## src/rtl/voter_ballot_unit.sv

```systemverilog
// voter_ballot_unit: debounces three ballot buttons and issues at most one
// registered vote pulse per officer-authorised session.
module voter_ballot_unit #(
   parameter int DEBOUNCE_CYCLES = 4,
   parameter int TIMEOUT_CYCLES  = 200,
   parameter int LOCKOUT_CYCLES  = 8
) (
   input  logic clk,
   input  logic reset,
   input  logic voter_auth,
   input  logic btn_a,
   input  logic btn_b,
   input  logic btn_c,
   input  logic voting_enabled,
   input  logic busy,
   output logic vote_a,
   output logic vote_b,
   output logic vote_c,
   output logic session_active,
   output logic vote_cast,
   output logic timeout,
   output logic multi_press
);
   typedef enum logic [2:0] {IDLE, ARMED, DEBOUNCE, ISSUE, LOCKOUT} state_t;
   state_t state, state_nx;
   logic [3:0] dcnt, dcnt_nx, lcnt, lcnt_nx;
   logic [7:0] tcnt, tcnt_nx, t_inc;
   logic [2:0] cap, cap_nx, vote, vote_nx, btn;
   logic released, released_nx, timeout_nx, multi_nx;
   logic one_hot, multi, t_hit, d_hit;
   assign btn     = {btn_c, btn_b, btn_a};
   assign one_hot = (btn != 3'd0) && ((btn & (btn - 3'd1)) == 3'd0);
   assign multi   = (btn != 3'd0) && !one_hot;
   assign t_hit   = tcnt == 8'(TIMEOUT_CYCLES - 1);
   assign d_hit   = dcnt == 4'(DEBOUNCE_CYCLES - 1);
   assign t_inc   = (tcnt == 8'hff) ? tcnt : tcnt + 8'd1;
   assign {vote_c, vote_b, vote_a} = vote;
   assign session_active = (state == ARMED) || (state == DEBOUNCE) || (state == ISSUE);
   assign vote_cast = state == LOCKOUT;
   always_ff @(posedge clk or posedge reset) begin
      if (reset) begin
         state       <= IDLE;
         dcnt        <= '0;
         lcnt        <= '0;
         tcnt        <= '0;
         cap         <= '0;
         released    <= 1'b0;
         vote        <= '0;
         timeout     <= 1'b0;
         multi_press <= 1'b0;
      end else begin
         state       <= state_nx;
         dcnt        <= dcnt_nx;
         lcnt        <= lcnt_nx;
         tcnt        <= tcnt_nx;
         cap         <= cap_nx;
         released    <= released_nx;
         vote        <= vote_nx;
         timeout     <= timeout_nx;
         multi_press <= multi_nx;
      end
   end
   // Abort beats timeout, timeout beats debounce completion.
   always_comb begin
      state_nx    = state;
      dcnt_nx     = dcnt;
      lcnt_nx     = lcnt;
      tcnt_nx     = tcnt;
      cap_nx      = cap;
      released_nx = released;
      vote_nx     = '0;
      timeout_nx  = 1'b0;
      multi_nx    = 1'b0;
      case (state)
         IDLE: begin
            if (voter_auth && voting_enabled) begin
               state_nx    = ARMED;
               tcnt_nx     = '0;
               dcnt_nx     = '0;
               released_nx = 1'b0;
            end
         end
         ARMED: begin
            if (!voting_enabled) state_nx = IDLE;
            else if (t_hit) begin
               state_nx   = IDLE;
               timeout_nx = 1'b1;
            end else begin
               tcnt_nx = t_inc;
               if (btn == 3'd0) released_nx = 1'b1;
               else if (released && one_hot) begin
                  cap_nx   = btn;
                  dcnt_nx  = 4'd1;
                  state_nx = (DEBOUNCE_CYCLES == 1) ? ISSUE : DEBOUNCE;
               end else if (released) multi_nx = multi;
            end
         end
         DEBOUNCE: begin
            if (!voting_enabled) state_nx = IDLE;
            else if (t_hit) begin
               state_nx   = IDLE;
               timeout_nx = 1'b1;
            end else begin
               tcnt_nx = t_inc;
               if (btn == cap) begin
                  dcnt_nx  = (dcnt == 4'hf) ? dcnt : dcnt + 4'd1;
                  state_nx = d_hit ? ISSUE : DEBOUNCE;
               end else begin
                  state_nx = ARMED;
                  dcnt_nx  = '0;
                  multi_nx = multi;
               end
            end
         end
         ISSUE: begin
            if (!voting_enabled) state_nx = IDLE;
            else if (!busy) begin
               vote_nx  = cap;
               lcnt_nx  = '0;
               state_nx = LOCKOUT;
            end
         end
         LOCKOUT: begin
            if (lcnt == 4'(LOCKOUT_CYCLES - 1)) state_nx = IDLE;
            else lcnt_nx = lcnt + 4'd1;
         end
         default: state_nx = IDLE;
      endcase
   end
endmodule

```

## config.mk

```make
export PLATFORM = sky130hd
export DESIGN_NAME = voter_ballot_unit
export DESIGN_NICKNAME = d
export VERILOG_FILES = /design/src/rtl/voter_ballot_unit.sv
export SDC_FILE = /design/constraint.sdc
export NUM_CORES = 1
export LEC_CHECK = 0
export CAP_MARGIN = 0
export CORE_AREA = 2 2 67 56
export DETAILED_ROUTE_END_ITERATION = 7
export DIE_AREA = 0 0 69 58
export DONT_BUFFER_PORTS = 1
export SLEW_MARGIN = 20
export SYNTH_ARGS = -nofsm -noshare
export SYNTH_HDL_FRONTEND = slang
export SYNTH_SLANG_ARGS = --single-unit
```

## constraint.sdc

```tcl
create_clock -name clk -period 3.4 [get_ports clk]
set_input_delay 0 -clock clk [delete_from_list [all_inputs] [get_ports clk]]
set_output_delay 0 -clock clk [all_outputs]
set_load 0.05 [all_outputs]
```

==> summary.md, run 1 <==
| Metric | Value |
|---|---|
| Outcome | `finished clean` |
| Critical Path Slowest Stage Cell | `nor4_1` |
| Largest fanout on the critical path | `10` |
| Crit start category | `flip-flop` |
| Post-Syn Area | `1610 um2` |
| Top-count cell post-synth | `dfrtp_1` |
| CP Class | `flip-flop to flip-flop` |
| P_leak | `0.000750 uW` |
| Synth area leaders | `dfrtp_1, o21ai_0, nand2_1` |
| DRC Markers | `0` |
| Critical path capture point type | `flip-flop` |
| Total chip power | `around 1200 uW` |
| YS warnings | `0` |
| Cell count after synthesis | `173` |
| Power per Cell Area | `689 nW/um2` |
| Post-DP Area | `1630 um2` |
| Number of global-route vias before repair | `between 1k and 1.5k` |
| Async S/R FF share, synth | `100%` |
| First-pass detailed-route iteration total | `4` |
| Via density per instance | `6.15` |
| CTS H-tree depth | `1` |
| Seq/Total Area, Yosys | `43.5%` |
| Grt peak-use layer | `met2` |
| Worst Skew | `0.00180 ns` |
| Share of Yosys cell area claimed by the top area cell type | `between 40% and 50%` |
| Clock transition at path regs | `approximately 0.1 ns` |
| Layout area overhead | `8.32%` |
| Setup TNS | `0 ns` |
| Critical Path AT | `2.16 ns` |
| Worst-Margin Slew | `1.01 ns` |
| Tmin final | `2.01 ns` |
| DRT antenna net count | `0` |
| Met3 Usage GRT | `4.87%` |
| I/O pin count | `15` |
| Max Slew Vio Count | `0` |
| Dpl hpwl | `2.44 mm` |
| Crit path top cell by count | `nand3_1` |
| Synth Register Bits | `28` |
| Grt met1 use | `between 20% and 30%` |
| Core Rows | `19` |
| Global Route Usage Sum | `between 10% and 20%` |
| Peak Freq | `497 MHz` |
| Initial antenna violation count | `0` |
| Final count of negative-setup-slack endpoints | `0` |
| CP max stage delay | `0.84 ns` |
| Area of the multi-input gates | `856 um2` |
| Port buffer count | `0` |
| Diodes inserted | `0` |
| Via count | `1,353` |
| CTS hold repair buffers | `6` |
| EDFF count, synth | `0` |
| Max-cap viol count | `0` |
| Die Ht | `58 um` |
| Post-CTS resize count | `0` |
| Grt ovf | `0` |
| HP Class | `primary input to flip-flop` |
| Rel. slew slack | `roughly a third` |
| Core area | `3330 um2` |
| Die width | `69 um` |
| Mapped Nets | `approximately 180` |
| CTS buffer count | `3` |
| Part of the cycle the worst path needs | `roughly 59%` |
| Synth cell types | `45` |
| Clk buf depth | `2` |
| Clk sinks | `28` |
| Detailed-route wire length per cell | `15.9 um` |
| Nets | `190` |
| Finished Cell Area | `1740 um2` |
| Cell taking the most area after synthesis | `dfrtp_1` |
| Detailed Route Iter0 Violations | `98` |
| Clock latency on the worst-skew pair | `0.27 ns` |
| Most used DFF post-synth | `dfrtp_1` |
| Met2 usage | `28.7%` |
| Gpl congestion | `0.775` |
| Fin. Hold Viols | `0` |
| Most frequent cells after synthesis | `dfrtp_1, nand2_1, o21ai_0, a21oi_1` |
| Mapped Avg Cell Area | `9.30 um2` |
| Layout cell share with drive strength beyond 1 | `about 9.0%` |
| Req. time, crit path | `3.55 ns` |
| CTS tree | `done` |
| Die area | `4000 um2` |
| Pin count of the biggest net entering global routing | `29` |
| CP Cell Sequence | `nand3_1 > nor4_1 > inv_1 > nand3_1 > o21ai_0` |
| Number of setup buffers added after CTS | `0` |
| R2R setup slack | `1.39 ns` |
| Worst vdd ir | `around 0.57 mV` |
| Sequential Area | `between 700 and 800 um2` |
| First-pass GRT wire length | `roughly 6.1 mm` |
| WL final | `3.50 mm` |
| RSZ-0062 raised after global routing | `no` |
| FILL cells | `about 310` |
| CTS Root Cell | `clkbuf_8` |
| Initial core utilization | `48.3%` |
## cell type report
type                    count  area share (%)
inverters                   5            1.08
flip-flops and latches     28            40.2
repair buffers              6            3.45
clock buffers               4            3.16
multi-input cells         135            49.1
well taps                  42            3.02
## layer usage
| metal | vias up | routed length [um] |
|---|---|---|
| met5 | - | 0 |
| met4 | 0 | 21 |
| met3 | 2 | 192 |
| met2 | 41 | 1530 |
| met1 | 652 | 1750 |
| li1 | 658 | - |
## critical path, delay by kind of cell, from the launching register on
family,cells,cell delay (ns)
AND/OR/NAND/NOR,3,1.08
flip-flops,1,0.59
buffers and inverters,1,0.13
AO/OA/AOI/OAI,1,0.08
## metrics by stage
stage / std cells / hold slack, ns / util, % / worst slack [ns]
finish: 220 / 0.00526 / 52.4 / 1.39
global route: 220 / 0.0410 / 52.4 / 1.14
CTS: 220 / 0.000513 / 52.4 / 1.41
detailed placement: 210 / 0.117 / 48.9 / 1.42
global placement: 210 / 0.118 / 48.9 / 1.45
floorplan: 173 / 0.0654 / - / 1.61
## cell families after synthesis
kind of cell / after synthesis / synth area share, %
multiplexers: 3 / 2.10
AO/OA/AOI/OAI: 55 / 23.3
buffers and inverters: 10 / 3.27
XOR/XNOR: 6 / 3.27
AND/OR/NAND/NOR: 68 / 22.2
flip-flops: 28 / 43.5
adder cells (fa/ha/maj): 3 / 2.33
## flip-flops by register name (all words and copies together), names as in the netlist
signal / flops
timeout: 1
lcnt: 4
cap: 3
dcnt: 4
tcnt: 8
state: 3
multi_press: 1
released: 1
vote: 3
## report_power, final
group / leakage [uW] / total [uW] / switching (uW) / internal [uW]
registers: 0.000375 / 482 / 85.6 / 397
logic: 0.000346 / 506 / 317 / 189
clock network: 0.0000288 / 212 / 108 / 104
## final timing paths
kind	start	end	cells after the start
max	state[0]	lcnt[0]	5
min	voting_enabled	tcnt[3]	3
max reg2reg	state[0]	lcnt[0]	5
min reg2reg	lcnt[0]	lcnt[0]	1
max in group asynchronous	reset	timeout	2
min in group asynchronous	reset	lcnt[1]	2
## cell usage in the layout (no fill, tap or decap), types with 2 or more instances in the layout
cell / n
nand2b_1: 3
o31ai_1: 3
nand2_1: 20
or3_1: 3
inv_1: 4
a21o_1: 3
or4_1: 2
ha_1: 3
a211oi_4: 2
o21ai_0: 16
nor4_1: 3
a31oi_1: 3
xnor2_1: 5
o22ai_1: 3
and2_1: 3
clkbuf_8: 4
a21oi_1: 12
dlygate4sd3_1: 6
and4_1: 2
nor2_1: 8
dfrtp_1: 28
nand4_1: 5
nor3_1: 5
nand3_1: 8
or2_2: 2
mux2_2: 3
No activity file was read; power rests on OpenSTA's default activity.
==> run 2: changes to the inputs <==
- clock period: 3.4 -> 2 ns (I/O delays scaled with it)
==> summary.md, run 2 (same netlist as run 1, synthesis figures left out) <==
| Metric | Value |
|---|---|
| Most frequent cells in the layout | `dfrtp_1, nand2_1, o21ai_0` |
| First-pass detailed-route iteration total | `4` |
| CP Launch Point | `tcnt[5]` |
| Tmin final | `1.86 ns` |
| Worst vdd ir | `approximately 0.75 mV` |
| DP Cell Count | `approximately 220` |
| Die Ht | `58 um` |
| Switching pwr | `869 uW` |
| Critical Path AT | `2.07 ns` |
| Global Route Usage Sum | `19.5%` |
| WP buf/inv | `0` |
| Layout area overhead | `12.5%` |
| Final count of negative-setup-slack endpoints | `0` |
| Diodes inserted | `0` |
| R2R setup slack | `0.14 ns` |
| Largest register FFs | `8` |
| WL final | `between 3 and 4 mm` |
| Via count | `1,361` |
| HP Class | `primary input to flip-flop` |
| CP Cell Sequence | `or3_1 > a21o_1 > a21oi_2 > o21ai_0 > a21oi_1` |
| CTS Root Cell | `clkbuf_8` |
| Fin. Hold Viols | `0` |
| Nets | `199` |
| Critical Path Slowest Stage Cell | `or3_1` |
| RSZ-0062 raised after global routing | `no` |
| Top reg by flops | `tcnt` |
| Sw frac | `about two fifths` |
| Clock transition at path regs | `0.09 ns` |
| Detailed Route Iter0 Violations | `87` |
| Die width | `approximately 69 um` |
| Via density per instance | `about 6` |
| First-pass GRT wire length | `between 6 and 7 mm` |
| P_leak | `0.000794 uW` |
| Core area | `3330 um2` |
| P_int | `1250 uW` |
| Grt ovf | `0` |
| Commonest non-fill, non-tap cell in the layout | `dfrtp_1` |
| CTS H-tree depth | `1` |
| Initial core utilization | `approximately half` |
| Core Rows | `19` |
| Sequential power share | `38.8%` |
| Clk buf depth | `2` |
| Crit start category | `flip-flop` |
| Port buffer count | `0` |
| Pin count of the biggest net entering global routing | `29` |
| Power per Cell Area | `1170 nW/um2` |
| Max Slew Vio Count | `0` |
| Initial antenna violation count | `0` |
| Peak Freq | `539 MHz` |
| Reg2Reg Depth | `5` |
| Biggest regs | `tcnt (8), dcnt (4), lcnt (4)` |
| Req. time, crit path | `2.21 ns` |
| DRC Markers | `0` |
| Worst setup endpoint | `tcnt[5]` |
| Largest fanout on the critical path | `10` |
| Largest delay contributor family on the critical path | `compound AO/OA/AOI/OAI gates` |
| Post-DP Area | `1700 um2` |
| Finished Cell Area | `1810 um2` |
| Worst-Margin Slew | `approximately 0.55 ns` |
| Max-cap viol count | `0` |
| Clk sinks | `28` |
| Critical path capture point type | `flip-flop` |
| Dpl hpwl | `about 2.6 mm` |
| Number of global-route vias before repair | `1,323` |
| Detailed-route wire length per cell | `15.5 um` |
| CTS buffer count | `3` |
| Worst r2r src | `tcnt[5]` |
| Layout cell share with drive strength beyond 1 | `~14%` |
| Clock latency on the worst-skew pair | `0.28 ns` |
| Part of the cycle the worst path needs | `92.8%` |
| R2R Path End | `tcnt[5]` |
| Rel. slew slack | `63.1%` |
| Clock share of power | `between 10% and 20%` |
| Worst Skew | `0.00582 ns` |
| Outcome | `finished clean` |
| CTS tree | `done` |
| Die area | `4000 um2` |
| Comb pwr share | `44.5%` |
| CP max stage delay | `0.47 ns` |
| Setup TNS | `0 ns` |
| CP Class | `flip-flop to flip-flop` |
| Stages on worst setup path | `5` |
| DRT antenna net count | `0` |
| Gpl congestion | `approximately 0.80` |
| Finished Layout Cells | `around 230` |
| I/O pin count | `15` |
run 2: cell count changes in the layout (fill, tap and decap cells not counted), sizes merged:
cell and delta:
buf +10, dlygate4sd3 -1
run 2: power by group through the flow:
stage	clock [uW]	combinational [uW]	sequential, uW
detailed placement	0	929	829
floorplan	0	754	758
global placement	0	912	820
global route	393	1060	848
finish	354	943	823
CTS	368	946	819
run 2: what timing repair did:
action | 4_1_cts | 5_1_grt
gates resized for setup | 0 | 2
hold buffers | 5 | 0
setup buffers | 0 | 1
hold endpoints to repair | 35 | 0
endpoints found under the setup margin | 0 | 5
run 2: stage by stage:
stage | utilization, % | hold WS [ns] | setup slack [ns] | power, uW
6_report | 54.4 | 0.0514 | 0.144 | 2120
3_3_place_gp | 50.9 | -0.0191 | 0.156 | 1730
3_5_place_dp | 50.9 | -0.0117 | 0.127 | 1760
4_1_cts | 54.1 | 0.0434 | 0.0986 | 2130
2_1_floorplan | - | 0.0654 | 0.209 | 1510
5_1_grt | 54.4 | 0.0657 | 0.0198 | 2300
run 2: area by class of cell:
cell class / instances / area [um2]
Tap cell: 42 / 52.6
Timing Repair Buffer: 15 / 125
Sequential cell: 28 / 703
Multi-Input combinational cell: 135 / 856
Fill cell: 311 / 1520
Inverter: 5 / 18.8
Clock buffer: 4 / 55.1
run 2: worst min-delay path by stage:
stage / from / to / cells past startpoint / slack, ns
floorplan: reset / cap[0] / 1 / 0.07
global placement: reset / state[2] / 2 / -0.02
detailed placement: reset / lcnt[1] / 2 / -0.01
CTS: voting_enabled / tcnt[0] / 3 / 0.04
global route: busy / state[2] / 4 / 0.07
finish: voting_enabled / tcnt[0] / 3 / 0.05
run 2: metal layers:
| layer | vias to the layer above | track usage [%] | part of all wire (%) | routed length [um] |
|---|---|---|---|---|
| met4 | 0 | 5.04 | 1.0 | 36 |
| met5 | - | 0 | 0 | 0 |
| met2 | 24 | 31.5 | 45 | 1590 |
| met1 | 663 | 26.7 | 50 | 1780 |
| li1 | 669 | - | - | - |
| met3 | 5 | 4.70 | 3.8 | 134 |
run 2: tightest hold or removal path, cell delays in order:
cell and delay [ns]:
a21oi_2 0.09, o21ai_0 0.15, nand2_1 0.05
